--- src/rtl/id_stage_pkg.sv ---
// Shared decode constants for the ID stage.
// Opcodes, control-field layout and per-opcode control words.
package id_stage_pkg;

  localparam int OPC_W = 6;

  localparam logic [OPC_W-1:0] OP_RTYPE = 6'b000000;
  localparam logic [OPC_W-1:0] OP_LW    = 6'b100011;
  localparam logic [OPC_W-1:0] OP_SW    = 6'b101011;
  localparam logic [OPC_W-1:0] OP_BEQ   = 6'b000100;

  localparam int WB_W = 2;
  localparam int M_W  = 3;
  localparam int EX_W = 4;

  localparam int WB_REGWRITE = 1;
  localparam int WB_MEMTOREG = 0;

  localparam int M_BRANCH   = 2;
  localparam int M_MEMREAD  = 1;
  localparam int M_MEMWRITE = 0;

  localparam int EX_REGDST   = 3;
  localparam int EX_ALUOP_HI = 2;
  localparam int EX_ALUOP_LO = 1;
  localparam int EX_ALUSRC   = 0;

  typedef struct packed {
    logic [WB_W-1:0] wb;
    logic [M_W-1:0]  m;
    logic [EX_W-1:0] ex;
  } ctl_t;

  localparam ctl_t CTL_NONE  = ctl_t'(9'b00_000_0000);
  localparam ctl_t CTL_RTYPE = ctl_t'(9'b10_000_1100);
  localparam ctl_t CTL_LW    = ctl_t'(9'b11_010_0001);
  localparam ctl_t CTL_SW    = ctl_t'(9'b00_001_0001);
  localparam ctl_t CTL_BEQ   = ctl_t'(9'b00_100_0010);

endpackage

--- src/rtl/id_regfile.sv ---
// Register file: two async read ports, one sync write port.
// Optional WB write-through: ID_STAGE_HZ_WB_BYPASS_EN.
module id_regfile
  import id_stage_pkg::*;
#(
  parameter int DATA_W   = 32,
  parameter int REG_AW   = 5,
  parameter int ZERO_REG = 1
) (
  input  logic              clk_i,
  input  logic              rst_ni,
  input  logic [REG_AW-1:0] raddr1_i,
  input  logic [REG_AW-1:0] raddr2_i,
  output logic [DATA_W-1:0] rdata1_o,
  output logic [DATA_W-1:0] rdata2_o,
  input  logic              we_i,
  input  logic [REG_AW-1:0] waddr_i,
  input  logic [DATA_W-1:0] wdata_i
);

  localparam int NREG = 2 ** REG_AW;

  logic [DATA_W-1:0] mem_q [NREG];

  logic we_eff;
  logic zero1;
  logic zero2;
  logic byp1;
  logic byp2;

  assign we_eff = we_i
    && !((ZERO_REG != 0) && (waddr_i == '0));

  assign zero1 = (ZERO_REG != 0)
    && (raddr1_i == '0);
  assign zero2 = (ZERO_REG != 0)
    && (raddr2_i == '0);

`ifdef ID_STAGE_HZ_WB_BYPASS_EN
  assign byp1 = we_i && (waddr_i == raddr1_i);
  assign byp2 = we_i && (waddr_i == raddr2_i);
`else
  assign byp1 = 1'b0;
  assign byp2 = 1'b0;
`endif

  // Storage: cleared on reset, written by WB at the edge.
  always_ff @(posedge clk_i or negedge rst_ni) begin
    if (!rst_ni) begin
      for (int i = 0; i < NREG; i++) begin
        mem_q[i] <= '0;
      end
    end else if (we_eff) begin
      mem_q[waddr_i] <= wdata_i;
    end
  end

  // Read port 1: hardwired zero wins over bypass.
  always_comb begin
    rdata1_o = mem_q[raddr1_i];
    if (byp1) rdata1_o = wdata_i;
    if (zero1) rdata1_o = '0;
  end

  // Read port 2: same priority as port 1.
  always_comb begin
    rdata2_o = mem_q[raddr2_i];
    if (byp2) rdata2_o = wdata_i;
    if (zero2) rdata2_o = '0;
  end

endmodule

--- src/rtl/id_stage_hz.sv ---
// Decode stage with load-use stall, flush and ID/EX register.
// Optional feature macro: ID_STAGE_HZ_WB_BYPASS_EN.
module id_stage_hz
  import id_stage_pkg::*;
#(
  parameter int DATA_W   = 32,
  parameter int REG_AW   = 5,
  parameter int ZERO_REG = 1,
  parameter int CNT_W    = 16
) (
  input  logic              clk,
  input  logic              reset,
  input  logic [31:0]       ir,
  input  logic [DATA_W-1:0] npc,
  input  logic              reg_write,
  input  logic [REG_AW-1:0] write_reg,
  input  logic [DATA_W-1:0] write_data,
  input  logic              flush,
  output logic              stall,
  output logic [WB_W-1:0]   wb_ctlout,
  output logic [M_W-1:0]    m_ctlout,
  output logic [EX_W-1:0]   ex_ctlout,
  output logic [DATA_W-1:0] npcout,
  output logic [DATA_W-1:0] rdata1out,
  output logic [DATA_W-1:0] rdata2out,
  output logic [DATA_W-1:0] s_extendout,
  output logic [REG_AW-1:0] instrout_2016,
  output logic [REG_AW-1:0] instrout_1511,
  output logic              ex_valid,
  output logic [CNT_W-1:0]  stall_cnt
);

  logic [OPC_W-1:0]  opcode;
  logic [REG_AW-1:0] rs_a;
  logic [REG_AW-1:0] rt_a;
  logic [REG_AW-1:0] rd_a;
  logic [DATA_W-1:0] s_ext;
  logic [DATA_W-1:0] rd1;
  logic [DATA_W-1:0] rd2;

  ctl_t dec_ctl;
  logic dec_valid;
  logic load_use;
  logic bubble;

  ctl_t              ctl_q,   ctl_d;
  logic              valid_q, valid_d;
  logic [DATA_W-1:0] npc_q,   npc_d;
  logic [DATA_W-1:0] rd1_q,   rd1_d;
  logic [DATA_W-1:0] rd2_q,   rd2_d;
  logic [DATA_W-1:0] sx_q,    sx_d;
  logic [REG_AW-1:0] rt_q,    rt_d;
  logic [REG_AW-1:0] rdx_q,   rdx_d;
  logic [CNT_W-1:0]  cnt_q,   cnt_d;

  assign opcode = ir[31:26];
  assign rs_a   = REG_AW'(ir[25:21]);
  assign rt_a   = REG_AW'(ir[20:16]);
  assign rd_a   = REG_AW'(ir[15:11]);
  assign s_ext  = {{(DATA_W-16){ir[15]}}, ir[15:0]};

  id_regfile #(
    .DATA_W   (DATA_W),
    .REG_AW   (REG_AW),
    .ZERO_REG (ZERO_REG)
  ) u_rf (
    .clk_i    (clk),
    .rst_ni   (reset),
    .raddr1_i (rs_a),
    .raddr2_i (rt_a),
    .rdata1_o (rd1),
    .rdata2_o (rd2),
    .we_i     (reg_write),
    .waddr_i  (write_reg),
    .wdata_i  (write_data)
  );

  // Opcode decode; unknown opcodes give an invalid slot.
  always_comb begin
    dec_ctl   = CTL_NONE;
    dec_valid = 1'b0;
    unique case (1'b1)
      (opcode == OP_RTYPE): begin
        dec_ctl   = CTL_RTYPE;
        dec_valid = 1'b1;
      end
      (opcode == OP_LW): begin
        dec_ctl   = CTL_LW;
        dec_valid = 1'b1;
      end
      (opcode == OP_SW): begin
        dec_ctl   = CTL_SW;
        dec_valid = 1'b1;
      end
      (opcode == OP_BEQ): begin
        dec_ctl   = CTL_BEQ;
        dec_valid = 1'b1;
      end
      default: ;
    endcase
  end

  // A load in EX whose target feeds this instruction.
  // A load to the hardwired zero register never conflicts.
  assign load_use = ctl_q.m[M_MEMREAD]
    & valid_q
    & ((rt_q != '0) | (ZERO_REG == 0))
    & ((rt_q == rs_a) | (rt_q == rt_a));

  // A squashed instruction must not be held upstream.
  assign stall  = load_use & ~flush;
  assign bubble = flush | load_use;

  // ID/EX next state: bubble zeroes control and valid only.
  always_comb begin
    ctl_d   = bubble ? CTL_NONE : dec_ctl;
    valid_d = ~bubble & dec_valid;
    npc_d   = npc;
    rd1_d   = rd1;
    rd2_d   = rd2;
    sx_d    = s_ext;
    rt_d    = rt_a;
    rdx_d   = rd_a;
    cnt_d   = cnt_q;
    if (stall && (cnt_q != '1)) begin
      cnt_d = cnt_q + CNT_W'(1);
    end
  end

  // ID/EX pipeline register and stall counter.
  always_ff @(posedge clk or negedge reset) begin
    if (!reset) begin
      ctl_q   <= CTL_NONE;
      valid_q <= 1'b0;
      npc_q   <= '0;
      rd1_q   <= '0;
      rd2_q   <= '0;
      sx_q    <= '0;
      rt_q    <= '0;
      rdx_q   <= '0;
      cnt_q   <= '0;
    end else begin
      ctl_q   <= ctl_d;
      valid_q <= valid_d;
      npc_q   <= npc_d;
      rd1_q   <= rd1_d;
      rd2_q   <= rd2_d;
      sx_q    <= sx_d;
      rt_q    <= rt_d;
      rdx_q   <= rdx_d;
      cnt_q   <= cnt_d;
    end
  end

  assign wb_ctlout     = ctl_q.wb;
  assign m_ctlout      = ctl_q.m;
  assign ex_ctlout     = ctl_q.ex;
  assign ex_valid      = valid_q;
  assign npcout        = npc_q;
  assign rdata1out     = rd1_q;
  assign rdata2out     = rd2_q;
  assign s_extendout   = sx_q;
  assign instrout_2016 = rt_q;
  assign instrout_1511 = rdx_q;
  assign stall_cnt     = cnt_q;

endmodule

--- config.mk ---
export PLATFORM = sky130hd
export DESIGN_NAME = id_stage_hz
export DESIGN_NICKNAME = d
export VERILOG_FILES = /design/src/rtl/id_stage_pkg.sv /design/src/rtl/id_regfile.sv /design/src/rtl/id_stage_hz.sv
export SDC_FILE = /design/constraint.sdc
export NUM_CORES = 2
export LEC_CHECK = 0
export ABC_CLOCK_PERIOD_IN_PS = 1950
export CORE_MARGIN = 2
export CORE_UTILIZATION = 47
export CTS_CLUSTER_SIZE = 10
export DETAILED_ROUTE_END_ITERATION = 10
export PLACE_DENSITY_LB_ADDON = 0.12
export SLEW_MARGIN = 20
export SYNTH_ARGS = -nofsm -noshare
export SYNTH_HDL_FRONTEND = slang
export SYNTH_SLANG_ARGS = --single-unit
--- constraint.sdc ---
create_clock -name clk -period 1.95 [get_ports clk]
set_input_delay 0.39 -clock clk [delete_from_list [all_inputs] [get_ports clk]]
set_output_delay 0.39 -clock clk [all_outputs]
set_load 0.01 [all_outputs]
* Word-level counts from Yosys, hierarchy flattened
Index checks and enable logic that the tools add are counted.
** Word-level totals
- Flip-flop bits (word level) :: 1172
- Input bits :: 105
** Cells by class
- Magnitude comparators :: 4
- Reduce and logical (&&, ||, !) cells :: 10
- Equal/unequal tests :: 6
- Bitwise operators :: 12
- Mux-type cells :: 14
- $add $sub $neg :: 1
** Operators with widths (count)
- 1024-bit bitwise mux :: 1
- 32-bit binary-select mux with 5-bit select :: 2
- 32-bit 2-to-1 mux :: 7
- 32-bit demux with 5-bit select :: 1
- 9-bit case mux with 4 select lines :: 1
- 6-bit greater-or-equal comparator (second input constant) :: 3
- 5-bit NOT with 6-bit output :: 3
- 16-bit by 1-bit adder with 16-bit output (second input constant) :: 1
- 16-bit != test (second input constant) :: 1
- 5-bit zero test :: 3
- 6-bit == test (second input constant) :: 2
- 5-bit == test :: 2
- 9-bit 2-to-1 mux :: 1
- 6-bit by 3-bit == test with 1-bit output (second input constant) :: 1
- 6-bit zero test :: 1
- 6-bit by 1-bit < comparator with 1-bit output (second input constant) :: 1
- 1-bit AND :: 5
- 5-bit nonzero test :: 1
- 4-bit OR reduction :: 1
- 1-bit logical AND :: 3
- 1-bit NOT :: 2
- 1-bit OR :: 2
- 1-bit zero test :: 1
- 1-bit 2-to-1 mux :: 1

* Logic depth before layout (Yosys ltp)
- Depth in word-level cells :: 6
- Mapped depth :: 9
- Gate-level depth less buffers :: 6

* Hierarchy
Synthesis repeated with hierarchy kept, for this count alone.
** Second synthesis, totals
- Cell total of the unflattened synthesis :: 4023
- Area total of the unflattened synthesis :: 58965.3 µm²
** Modules (own cells, without submodules)
- id_regfile :: times used 1, area each 54639.9 µm², cells each 3766, sequential area each 25624.6 µm²
- id_stage_hz :: times used 1, area each 4325.4 µm², cells each 257, sequential area each 3503.4 µm²

* Least setup slack after synthesis
OpenSTA, ideal clock, no wires.
- Kind :: input to register
- From :: input ir[22]
- To :: register rd1_q[10], in the netlist rdata1out[10]
- Slack :: -0.134 ns
- Required time :: 1.830 ns
- Stages :: 7
- Data arrival time :: 1.964 ns
- Path buffers :: 3
- Cell sequence :: buf_4 > buf_2 > buf_1 > mux4_2 > a22o_1 > a211o_1 > and3_1
** Between the ends
- Cells in the longest elaborated chain, start to end :: 5
- Elaborated cells between the ends (all ways) :: 6
** RTL lines
- start, declared :: RTL line id_stage_hz.sv:13 : input logic [31:0] ir,
- 5-bit NOT with 6-bit output (not written as such) :: RTL line id_regfile.sv:60 : rdata1_o = mem_q[raddr1_i];
- 32-bit binary-select mux with 5-bit select :: RTL line id_regfile.sv:60
- 32-bit 2-to-1 mux (not written as such) (2 in series) :: RTL line id_regfile.sv:60
- 32-bit 2-to-1 mux (*) :: RTL line id_regfile.sv:62 : if (zero1) rdata1_o = '0;
- net rd1[10] :: RTL line id_stage_hz.sv:38 : logic [DATA_W-1:0] rd1;
- end signal, assigned :: RTL line id_stage_hz.sv:146 : rd1_q <= rd1_d;
- end, declared :: RTL line id_stage_hz.sv:49 : logic [DATA_W-1:0] rd1_q, rd1_d;
The timed path passes the listed nets; every way through them passes the cells marked *. The select of a mux whose other input is x is not followed.
A chain may end at the register's enable or synchronous reset.

* Worst setup path in the final report
- From :: register rt_q[2], in the netlist instrout_2016[2]
- To :: output stall
** Between the ends
- Cells in the longest elaborated chain, start to end :: 4
- Elaborated cells between the ends (all ways) :: 7
** RTL lines
- start, declared :: RTL line id_stage_hz.sv:52 : logic [REG_AW-1:0] rt_q, rt_d;
- start signal, assigned :: RTL line id_stage_hz.sv:149 : rt_q <= rt_d;
- 5-bit == test or 5-bit nonzero test (tied branches) :: RTL line id_stage_hz.sv:108, id_stage_hz.sv:107
- 1-bit OR or 1-bit AND (tied branches) :: RTL line id_stage_hz.sv:108, id_stage_hz.sv:107
- 1-bit AND (*) :: RTL line id_stage_hz.sv:108 : & ((rt_q == rs_a) | (rt_q == rt_a));
- 1-bit AND (*) :: RTL line id_stage_hz.sv:111 : assign stall = load_use & ~flush;
- end, declared :: RTL line id_stage_hz.sv:19 : output logic stall,
Mark *: on every way between the ends. The rest lies on a longest branch, timed or not.

==> results_dict.tcl <==
set metrics [dict create \
    cts_tree "built" \
    rrSetupSlack_ps -130 \
    grt-ovfl-total 0 \
    slowest_delay_ps 580 \
    synth-edff-count 0 \
    cap_violations 0 \
    dp_hpwl_um 127000 \
    yosysWarnings 0 \
    drv_slew 0 \
    drt_iter0_drc 3183 \
    crit_type "register to output port" \
    netlist_instances 4058 \
    portBuffers 269 \
    cp_max_fo 4 \
    die_height_um 358 \
    synth-main-ff-cell "dfrtp_1" \
    total_power_uw 69700 \
    startpoint "instrout_2016[2]" \
    wl_per_cell_um 30.6 \
    initial_core_util_pct 47.5 \
    violations "setup timing" \
    min_period_over_period_pct 133 \
    utilization_pct 57.7 \
    first_global_vias 40500 \
    outcome "finished, violations left" \
    worstPathRequired_ps 1560 \
    crit_family "simple AND/OR/NAND/NOR gates" \
    grt_pass1_wl_um 281000 \
    synth_area_leaders "dfrtp_1 (49%), mux2_2 (19%), mux4_2 (15%)" \
    gp_congestion 0.856 \
    syn-num-nets 4164 \
    synth_top_area_cell "dfrtp_1" \
    numCtsBuffers 140 \
    die_area_um2 128000 \
    critPathSlowestCell "or4_4" \
    die_x_um 358 \
    startpoint_type "register" \
    crit_buf_inv 1 \
    grt_max_degree 95 \
    track_usage_pct 30.1 \
    root_buffer "clkbuf_16" \
    clk_pin_slew_worst_paths_ps 50 \
    drc 0 \
    r2r-start "instrout_2016[3]" \
    worstSetupEndpoint "stall" \
    finalSetupViolations 11 \
    placed_area_um2 67400 \
    fin_ws_ps -645 \
    fin_worst_skew_ps 28.8 \
    core.rowCount 129 \
    insertion_delay_ps 770 \
    syn_area_per_cell_um2 14.5 \
    yosysSeqAreaShare_pct 49.5 \
    crit_cells 4 \
    drive_above_1_share_pct 48.6 \
    hold_class "input pin to register" \
    async_reset_ff_share_pct 100 \
    synth_top_area_share_pct 49.5 \
    hold_violations 0 \
    synth_most_common_cell "dfrtp_1" \
    h-tree-depth 4 \
    cts.sinks 1164 \
    drt-pass1-iter-count 5 \
    worst_pin_slew_ps 665 \
    fmaxAchievable_ghz 0.385 \
    antenna_found_initial 4 \
    layout_min_cycle_time_ps 2590 \
    area_delta_synth_final_pct 21.5 \
    ys_types 53 \
    cts_buffer_depth 3 \
    p_leak_uw 0.0322 \
    p_per_area_nw_per_um2 975 \
    reg2reg_depth 8 \
    yosys-top-cells-count "dfrtp_1 (1164), mux2_2 (1007), mux4_2 (394)" \
    syn-cell-area_um2 58800 \
    design_area_um2 71500 \
    r2r-end "stall_cnt[6]" \
    peakVddDrop_v 0.000940 \
    ant_nets 0 \
    setup.worst_path.end_class "output port" \
    worst_ep_arrival_time_ps 2200 \
    core_area_um2 124000 \
    vias 39300 \
    wl_um 190000 \
    ys_ff_latch 1164 \
    vias_per_cell 6.33 \
    crit_chain "or4_4, o211ai_4, nor2_2, buf_2" \
    slew-limit-headroom_pct 55.4 \
    ios 270 \
    grt_setup_unrepaired "true" \
    final_nets 4618 \
]
==> cells by family after synthesis <==
kind of cell,share of synthesized area (%)
adders and majority gates,0.0213
xor gates and xnor gates,0.372
AOI/OAI and AO/OA,4.58
DFF,49.5
buffers and inverters,3.83
muxes,38.8
and+or+nand+nor,2.88
==> layout by cell type (no fill, tap or decap), types with 30 or more instances in the layout <==
master	count
a211o_1	32
nor2_1	37
a22oi_1	33
clkdlybuf4s50_1	94
mux4_2	394
o21ai_0	33
a311oi_1	43
mux2_2	1007
dlygate4sd2_1	139
a22o_1	55
nand2_1	217
mux2i_1	257
and3_1	30
o22ai_1	32
o221ai_1	42
buf_4	348
buf_12	155
clkbuf_16	148
clkbuf_1	30
dfrtp_1	1150
==> what timing repair did <==
action | 4_1_cts | 5_1_grt
pin swaps | 6 | 7
setup endpoints to repair | 188 | 25
gates resized for setup | 263 | 20
hold buffers | 1 | 0
endpoints found under the hold margin | 488 | 0
buffers inserted | 15 | 7
==> metal layers <==
metal,vias to the layer above,global-route usage (%),wire [um]
met5,-,0,13
met4,2,9.39,5920
met3,328,4.88,11300
met2,1429,49.4,92700
met1,21300,41.4,80000
li1,16300,-,-
==> sequential cells by signal (all words and copies together) (netlist names), 2 cells and up <==
register,flops
ex_ctlout,3
instrout_1511,5
instrout_2016,5
m_ctlout,2
npcout,32
rdata1out,32
rdata2out,32
s_extendout,11
stall_cnt,16
u_rf.mem_q,1024
==> worst min path at each step <==
stage,startpoint,end,slack (ps),cells past startpoint
5_1_grt,npc[4],npcout[4],20,1
4_1_cts,npc[27],npcout[27],8,1
3_3_place_gp,reset,instrout_1511[3],310,1
6_report,npc[1],npcout[1],50,1
3_5_place_dp,reset,instrout_1511[3],310,1
2_1_floorplan,reset,ex_ctlout[0],90,0
==> power by group <==
group          internal, uW  switching [uW]  total (uW)  leakage (uW)
clock                 14200           10100       24300       0.00200
sequential            28500            3270       31800        0.0148
combinational          8230            5390       13600        0.0153
==> through the flow <==
stage	worst slack, ps	hold WS, ps	std cells	TNS (ps)
finish	-645	51.9	6209	-1430
floorplan	0.890	94.4	4058	0
global placement	-826	306	5987	-474910
global route	-711	22.1	6207	-2480
detailed placement	-839	308	5987	-486200
CTS	-726	7.52	6202	-1520
==> layout make-up <==
class,count,area (um^2)
tap,1637,2050
antenna,2,5.00
fill,9969,52500
clock buffer,191,4000
sequential,1164,29100
timing repair buffer,776,8190
inverter,3,16.3
clock inverter,9,100
multi-input combinational,2427,28000
(Power assumes the default switching activity.)
